**src/rtl/spi_device.sv**
```systemverilog
// SPI mode-0 slave front end: synchronises raw SCK/CS/MOSI into clk, deserialises
// MOSI bytes with command flagging, and serialises reply bytes onto MISO.
module spi_device #(
    parameter int unsigned SYNC_STAGES = 2,
    parameter logic [7:0]  IDLE_BYTE   = 8'hFF
) (
    input  logic       clk,
    input  logic       reset,
    input  logic       spi_clk_pin,
    input  logic       spi_cs_pin,
    input  logic       spi_mosi_pin,
    output logic       spi_miso,
    output logic       spi_miso_oe,
    output logic       spi_cs,
    output logic [7:0] spi_rx_data,
    output logic       spi_rx_strobe,
    output logic       spi_rx_cmd,
    input  logic       spi_tx_strobe,
    input  logic [7:0] spi_tx_data,
    output logic       tx_underrun
);

    logic [SYNC_STAGES-1:0] sck_sync;
    logic [SYNC_STAGES-1:0] cs_sync;
    logic [SYNC_STAGES-1:0] mosi_sync;
    logic                   sck_prev;
    logic                   cs_prev;

    logic                   sck;
    logic                   mosi;
    logic                   sck_rise;
    logic                   sck_fall;
    logic                   cs_assert;
    logic                   cs_deassert;
    logic                   boundary_load;

    logic [2:0]             bit_count;
    logic [6:0]             rx_shift;
    logic [7:0]             rx_next;
    logic                   first_byte;

    logic [7:0]             tx_shift;
    logic [7:0]             tx_buf;
    logic                   tx_pending;
    logic                   tx_used;

    // Pin synchronisers; CS resets to the deasserted level so no false assert follows reset.
    always_ff @(posedge clk or posedge reset) begin
        if (reset) begin
            sck_sync  <= '0;
            cs_sync   <= '1;
            mosi_sync <= '0;
            sck_prev  <= 1'b0;
            cs_prev   <= 1'b1;
        end else begin
            // NOTE: non-blocking assignments make every stage sample the previous stage's old value.
            sck_sync  <= {sck_sync[SYNC_STAGES-2:0], spi_clk_pin};
            cs_sync   <= {cs_sync[SYNC_STAGES-2:0], spi_cs_pin};
            mosi_sync <= {mosi_sync[SYNC_STAGES-2:0], spi_mosi_pin};
            sck_prev  <= sck_sync[SYNC_STAGES-1];
            cs_prev   <= cs_sync[SYNC_STAGES-1];
        end
    end

    assign sck         = sck_sync[SYNC_STAGES-1];
    assign mosi        = mosi_sync[SYNC_STAGES-1];
    assign spi_cs      = cs_sync[SYNC_STAGES-1];
    assign spi_miso_oe = ~spi_cs;
    assign spi_miso    = tx_shift[7];

    assign cs_assert     = ~spi_cs & cs_prev;
    assign cs_deassert   = spi_cs & ~cs_prev;
    assign sck_rise      = sck & ~sck_prev & ~spi_cs;
    assign sck_fall      = ~sck & sck_prev & ~spi_cs;
    assign boundary_load = sck_fall & ~cs_assert & (bit_count == 3'd0);
    assign rx_next       = {rx_shift, mosi};

    always_ff @(posedge clk or posedge reset) begin
        if (reset) begin
            bit_count     <= 3'd0;
            rx_shift      <= 7'd0;
            spi_rx_data   <= 8'd0;
            spi_rx_strobe <= 1'b0;
            spi_rx_cmd    <= 1'b0;
            first_byte    <= 1'b1;
            tx_shift      <= IDLE_BYTE;
            tx_buf        <= 8'd0;
            tx_pending    <= 1'b0;
            tx_used       <= 1'b0;
            tx_underrun   <= 1'b0;
        end else begin
            spi_rx_strobe <= 1'b0;
            spi_rx_cmd    <= 1'b0;

            if (cs_deassert) begin
                // A partial byte is simply abandoned: no strobe, counter rewinds.
                bit_count   <= 3'd0;
                first_byte  <= 1'b1;
                tx_pending  <= 1'b0;
                tx_used     <= 1'b0;
                tx_underrun <= 1'b0;
            end else if (cs_assert) begin
                tx_shift   <= tx_pending ? tx_buf : IDLE_BYTE;
                tx_used    <= tx_pending;
                tx_pending <= 1'b0;
            end else begin
                if (sck_rise) begin
                    rx_shift  <= rx_next[6:0];
                    bit_count <= bit_count + 3'd1;
                    if (bit_count == 3'd7) begin
                        spi_rx_data   <= rx_next;
                        spi_rx_strobe <= 1'b1;
                        spi_rx_cmd    <= first_byte;
                        first_byte    <= 1'b0;
                    end
                end

                if (sck_fall) begin
                    if (bit_count == 3'd0) begin
                        // Byte boundary: a same-cycle strobe bypasses the buffer.
                        if (spi_tx_strobe) begin
                            tx_shift <= spi_tx_data;
                            tx_used  <= 1'b1;
                        end else if (tx_pending) begin
                            tx_shift <= tx_buf;
                            tx_used  <= 1'b1;
                        end else begin
                            tx_shift <= IDLE_BYTE;
                            if (tx_used) begin
                                tx_underrun <= 1'b1;
                            end
                        end
                        tx_pending <= 1'b0;
                    end else begin
                        tx_shift <= {tx_shift[6:0], 1'b1};
                    end
                end
            end

            // Buffered reply; last strobe wins. Placed last so a new byte is never lost.
            if (spi_tx_strobe && !boundary_load) begin
                tx_buf     <= spi_tx_data;
                tx_pending <= 1'b1;
            end
        end
    end

endmodule

```
**config.mk**
```make
export PLATFORM = sky130hd
export DESIGN_NAME = spi_device
export DESIGN_NICKNAME = d
export VERILOG_FILES = /design/src/rtl/spi_device.sv
export SDC_FILE = /design/constraint.sdc
export NUM_CORES = 1
export LEC_CHECK = 0
export CORE_UTILIZATION = 58
export DETAILED_ROUTE_END_ITERATION = 7
export GPL_ROUTABILITY_DRIVEN = 0
export GPL_TIMING_DRIVEN = 0
export PLACE_DENSITY = 0.95
export SYNTH_ARGS = -nofsm -noshare
export SYNTH_HDL_FRONTEND = slang
export SYNTH_SLANG_ARGS = --single-unit
```
**constraint.sdc**
```tcl
create_clock -name clk -period 3.7 [get_ports clk]
set_clock_uncertainty 0.15 [all_clocks]
set_input_delay 0.555 -clock clk [delete_from_list [all_inputs] [get_ports clk]]
set_output_delay 0.555 -clock clk [all_outputs]
set_load 0.005 [all_outputs]
```
==> results.cfg, run 1 <==
[outcome]
outcome = completed

[timing]
finalHoldViolCount = 0
fmax_ghz = 0.385
fin_setup_tns_ns = 0
finalWorstSetupSlack_ns = 1.10
slew_headroom_pct = 63.4
setup_viol = 0
min_period_over_period_pct = 70.3
final_max_slew_viol_count = 0
rsz0062_at_grt = false
worstMarginPinSlew_ns = 0.549
post-route-min-period_ns = 2.60

[cts]
cts_buffers = 5
cts_sinks = 48
ctsResizeCount = 0
cts_root_buf = clkbuf_8
cts_tree = done
postCtsSetupRepairBufs = 0
insertion_delay_ns = 0.30
ctsHoldBuffers = 0
clkTransAtPathRegs_ns = 0.08
htree_levels = 2
ctsLongestPathBuffers = 2

[synthesis]
synth_seq_cells = 48
netlist_area_um2 = 2160
synth_ff_type = dfrtp_1
yosys.area.top_type_share_pct = 41.7
synth_area_per_cell_um2 = 12.7
synth_top_area_cell = dfrtp_1
seq_area_frac_synth_pct = 56.3
synthArstFlopShare_pct = 100
syn-num-nets = 189
synth_cell_type_count = 35
yosysMostFrequentCell = dfrtp_1
synthCells = 170
yosysWarnings = 0
synthTopCellsByCount = 36 x dfrtp_1, 20 x mux2_2, 12 x dfstp_2, 11 x a21oi_1, 9 x inv_1
synth_edf_count = 0
synth_area_leaders = dfrtp_1 42%, dfstp_2 15%, mux2_2 10%

[global_routing]
use_met3_pct = 4.38
grt_pass1_wl_um = 7170
grt_max_degree = 30
grtUsageMet2_pct = 36.8
antenna_found_initial = 0
grt-busiest-layer = met2
grt_pass1_vias = 1488
met1_usage_pct = 30.8
grt_usage_pct = 24.1
overflow = 0

[final_layout]
multi_input_area_um2 = 870
num_antenna_cells = 0
fin_util_pct = 75.3
syn2layout_area_growth_pct = 20.1
final_nets = 224
seq_area_um2 = 1220
design_area_um2 = 2590
nFillCells = 203
drive_above_1_share_pct = 27.2

[floorplanning]
core_region_area_um2 = 3440
start_util_pct = 62.7
die_y_um = 63
io_pins = 28
die-area_um2 = 3970
die_w_um = 63
rows = 21

[placed_design]
dp_slack_ns = 1.11
post_dp_cell_area_um2 = 2510
dp_hpwl_um = 2860
io_buffers = 27

[critical_path]
cp_max_fo = 10
cp-start-kind = flip-flop
worstSetupPathType = flip-flop to flip-flop
cp.required_ns = 3.74
arrival_ns = 2.64
cp-end-kind = flip-flop

[detailed_routing]
wl_um = 4130
via_count = 1508
ant_nets = 0
drt_iter0_markers = 146
dr.pass1.iters = 4
drc_errors = 0
wl_per_cell_um = 16.4
viasPerCell = 5.98

[worst_hold_path]
min_path_type = flip-flop to flip-flop

[run]
maxCapViolCount = 0

[power_and_ir_drop]
peakVddDrop_mv = 0.314
powerDensity_nw_per_um2 = 554
p_leak_uw = 0.00118
==> registers in the layout, indices dropped and copies added (netlist names) <==
name and flops:
bit_count 3, cs_prev 1, cs_sync 2, first_byte 1, mosi_sync 2, rx_shift 7, sck_prev 1, sck_sync 2
spi_rx_cmd 1, spi_rx_data 8, spi_rx_strobe 1, tx_buf 8, tx_pending 1, tx_shift 8, tx_underrun 1, tx_used 1
==> critical path, cell delays in order (launching register included) <==
cell	delay, ns
dfstp_2	0.61
inv_1	0.09
ha_1	0.19
clkbuf_1	0.20
or2_2	0.36
o31ai_4	0.47
mux2_2	0.41
==> layout by cell type, fill, tap and decap left out, drive strengths merged, types with 3 or more instances in the layout <==
| cell type | count |
|---|---|
| buf | 3 |
| dfstp | 12 |
| nand2 | 5 |
| clkdlybuf4s50 | 27 |
| inv | 9 |
| nand2b | 4 |
| dfrtp | 36 |
| o22ai | 8 |
| o21ai | 7 |
| ha | 5 |
| a21oi | 11 |
| clkbuf | 11 |
| and4b | 5 |
| nor2 | 7 |
| nor2b | 3 |
| mux2 | 28 |
==> power breakdown <==
part | leakage, µW | switching [µW] | internal (µW)
logic | 0.000552 | 181 | 203
clock network | 0.0000412 | 170 | 132
registers | 0.000582 | 83.1 | 667
total | 0.00118 | 435 | 1000
==> logic make-up after synthesis <==
| family | share of synthesized area (%) |
|---|---|
| DFF | 56.3 |
| buffers and inverters | 3.36 |
| and+or+nand+nor | 10.3 |
| AOI/OAI and AO/OA | 11.1 |
| adders and majority gates | 2.90 |
| muxes | 16.0 |
==> path summary, 6_finish.rpt <==
check	start	endpoint	slack [ns]	depth (start not counted)
worst min register to register	sck_sync[0]	sck_sync[1]	0.21	0
max in group asynchronous	reset	cs_sync[1]	2.41	3
worst max register to register	cs_sync[1]	tx_buf[3]	1.10	6
min in group asynchronous	reset	tx_buf[0]	0.42	2
worst max-delay path	cs_sync[1]	tx_buf[3]	1.10	6
worst min-delay path	sck_sync[0]	sck_sync[1]	0.21	0
==> layout make-up <==
cell class / count / area share [%]
sequential: 48 / 46.9
multi-input combinational: 105 / 33.6
timing repair buffer: 28 / 11.2
clock buffer: 6 / 2.80
tap: 46 / 2.22
inverter: 10 / 1.45
buffer: 7 / 1.35
clock inverter: 2 / 0.483
==> layer usage <==
metal	up-vias	part of all wire, %
met4	0	4.2
met2	68	49
met3	22	4.5
met1	741	42
li1	677	-
met5	-	0
==> stage by stage <==
step	power [µW]	hold slack (ns)	std cells
2_1_floorplan	1000	0.181	170
3_3_place_gp	1100	0.184	243
3_5_place_dp	1130	0.188	244
4_1_cts	1440	0.207	252
5_1_grt	1510	0.213	252
6_report	1440	0.206	252
Power figures use the tool's default switching activity.
==> run 2: changes to the inputs <==
Settings changed: CORE_UTILIZATION 58 to 54, PLACE_DENSITY 0.95 to 0.9.
Clock period 3.7 ns to 2.5 ns, I/O delays scaled along.
==> run 2 against run 1 <==
  * Die area rose by 7.2%
  * Largest power group unchanged
  * Cell count rose by 1.2%
  * Largest cell class unchanged
  * Sequential power rose by 47%
  * Highest routed layer unchanged
  * Clock power rose by 55%
  * Fmax rose by 12%
  * Power rose by 49%
  * Routed wire length fell by 5.9%
  * Via count fell by 4.3%
  * First-iteration DRC count fell by 9.6%
  * Non-clock buffer count rose by 1
  * Worst hold slack got worse by 0.00068 ns
  * Count of clock-buffer cells in the layout did not move
==> results.cfg, run 2 (synthesis gave the netlist of run 1 again) <==
[placed_design]
io_buffers = 27
dp_hpwl_um = 2490

[final_layout]
final_common_cell = dfrtp_1
final_nets = 225
syn2layout_area_growth_pct = 21.2
top_regs = spi_rx_data (8), tx_buf (8), tx_shift (8)
drive_above_1_share_pct = 29.0
num_antenna_cells = 0
layout_common_cells = 36 x dfrtp_1, 27 x clkdlybuf4s50_1, 20 x mux2_2

[timing]
finalHoldViolCount = 0
fin_setup_tns_ns = 0
setup_viol = 0
worstMarginPinSlew_ns = 0.510
rsz0062_at_grt = false
slew_headroom_pct = 66.0
post-route-min-period_ns = 2.33
final_max_slew_viol_count = 0
fmax_ghz = 0.429
min_period_over_period_pct = 93.2

[run]
maxCapViolCount = 0

[power_and_ir_drop]
peakVddDrop_mv = 0.579
finalPower_uw = 2140
p_leak_uw = 0.00119
powerDensity_nw_per_um2 = 817

[detailed_routing]
wl_um = 3890
ant_nets = 0
drt_iter0_markers = 132
viasPerCell = 5.66
via_count = 1443
dr.pass1.iters = 4
wl_per_cell_um = 15.2
drc_errors = 0

[critical_path]
cp-end-kind = flip-flop
cp-start-kind = flip-flop
r2r_cells = 6
r2r_start = cs_sync[1]
cp.depth = 6
reg2reg_slack_ns = 0.17
crit_slowest_cell = dfstp_2
worstSetupPathType = flip-flop to flip-flop
reg2reg_to = tx_buf[6]
cp.required_ns = 2.53
cp_num_buf_inv = 2
cp_top_family = flip-flops
slowest_delay_ns = 0.61
cp_max_fo = 10
path_cells = inv_1 -> ha_2 -> or2_2 -> o31ai_4 -> buf_4 -> mux2_2
arrival_ns = 2.37

[worst_hold_path]
min_path_cells = 0
min-delay-start = sck_sync[0]
min_path_type = flip-flop to flip-flop
whs_endpoint = sck_sync[1]

[floorplanning]
start_util_pct = 57.7
core_region_area_um2 = 3740
die-area_um2 = 4250
rows = 22
io_pins = 28
die_w_um = 65.2
die_y_um = 65.2

[cts]
cts_buffers = 5
htree_levels = 2
cts_tree = done
insertion_delay_ns = 0.30
cts_sinks = 48
clkTransAtPathRegs_ns = 0.08
ctsLongestPathBuffers = 2
cts_root_buf = clkbuf_8

[global_routing]
grt_pass1_vias = 1426
antenna_found_initial = 0
grt_max_degree = 27
grt_usage_pct = 21.0
grt_pass1_wl_um = 6670
overflow = 0

[outcome]
outcome = completed
-- run 2: cell count changes in the layout (fill, tap and decap cells not counted) --
cell	change
buf_4	+2
ha_2	+1
clkbuf_8	+1
ha_1	-1
clkinvlp_4	-1
clkinv_2	+1
clkbuf_1	-2
-- run 2: final cells by class --
type | count | area (µm²)
Tap cell | 48 | 60.1
Timing Repair Buffer | 30 | 305
Buffer | 6 | 31.3
Inverter | 10 | 37.5
Multi-Input combinational cell | 105 | 872
Sequential cell | 48 | 1220
Clock buffer | 6 | 82.6
Clock inverter | 2 | 10.0
Fill cell | 280 | 1130
-- run 2: worst max-delay path by stage --
stage / start / to
final: cs_sync[1] / tx_buf[6]
after global placement: reset / bit_count[1]
after CTS: cs_sync[1] / tx_buf[4]
after detailed placement: cs_sync[1] / tx_buf[4]
after floorplan: cs_sync[1] / tx_buf[0]
after global routing: cs_sync[1] / tx_buf[6]
-- run 2: through the flow --
step	setup WS, ns	util [%]	hold slack (ns)	std cells	instance area (µm²)
after floorplan	0.200	-	0.181	170	2160
after global placement	-0.0327	66.5	0.184	245	2490
after detailed placement	-0.0368	67.0	0.193	246	2510
after CTS	0.0205	69.9	0.210	256	2620
after global routing	0.105	69.9	0.216	255	2620
final	0.169	69.9	0.205	255	2620
-- run 2: per-layer routing --
| metal | vias to the layer above | routed length [µm] | global-route usage, % | part of all wire (%) |
|---|---|---|---|---|
| met5 | - | 0 | 0 | 0 |
| met4 | 0 | 80 | 8.97 | 2.1 |
| met3 | 8 | 203 | 6.25 | 5.2 |
| met2 | 42 | 1810 | 31.1 | 47 |
| met1 | 712 | 1790 | 28.7 | 46 |
| li1 | 681 | - | - | - |
-- run 2: where the power goes --
part	internal, µW	switching (µW)
logic	304	267
clock network	221	248
registers	986	110
-- run 2: timing repair --
action | in CTS | in global routing
setup endpoints to repair | 8 | 12
hold buffers | 0 | 0
pin swaps | 1 | 0
resized for setup | 0 | 1
setup buffers | 2 | 0
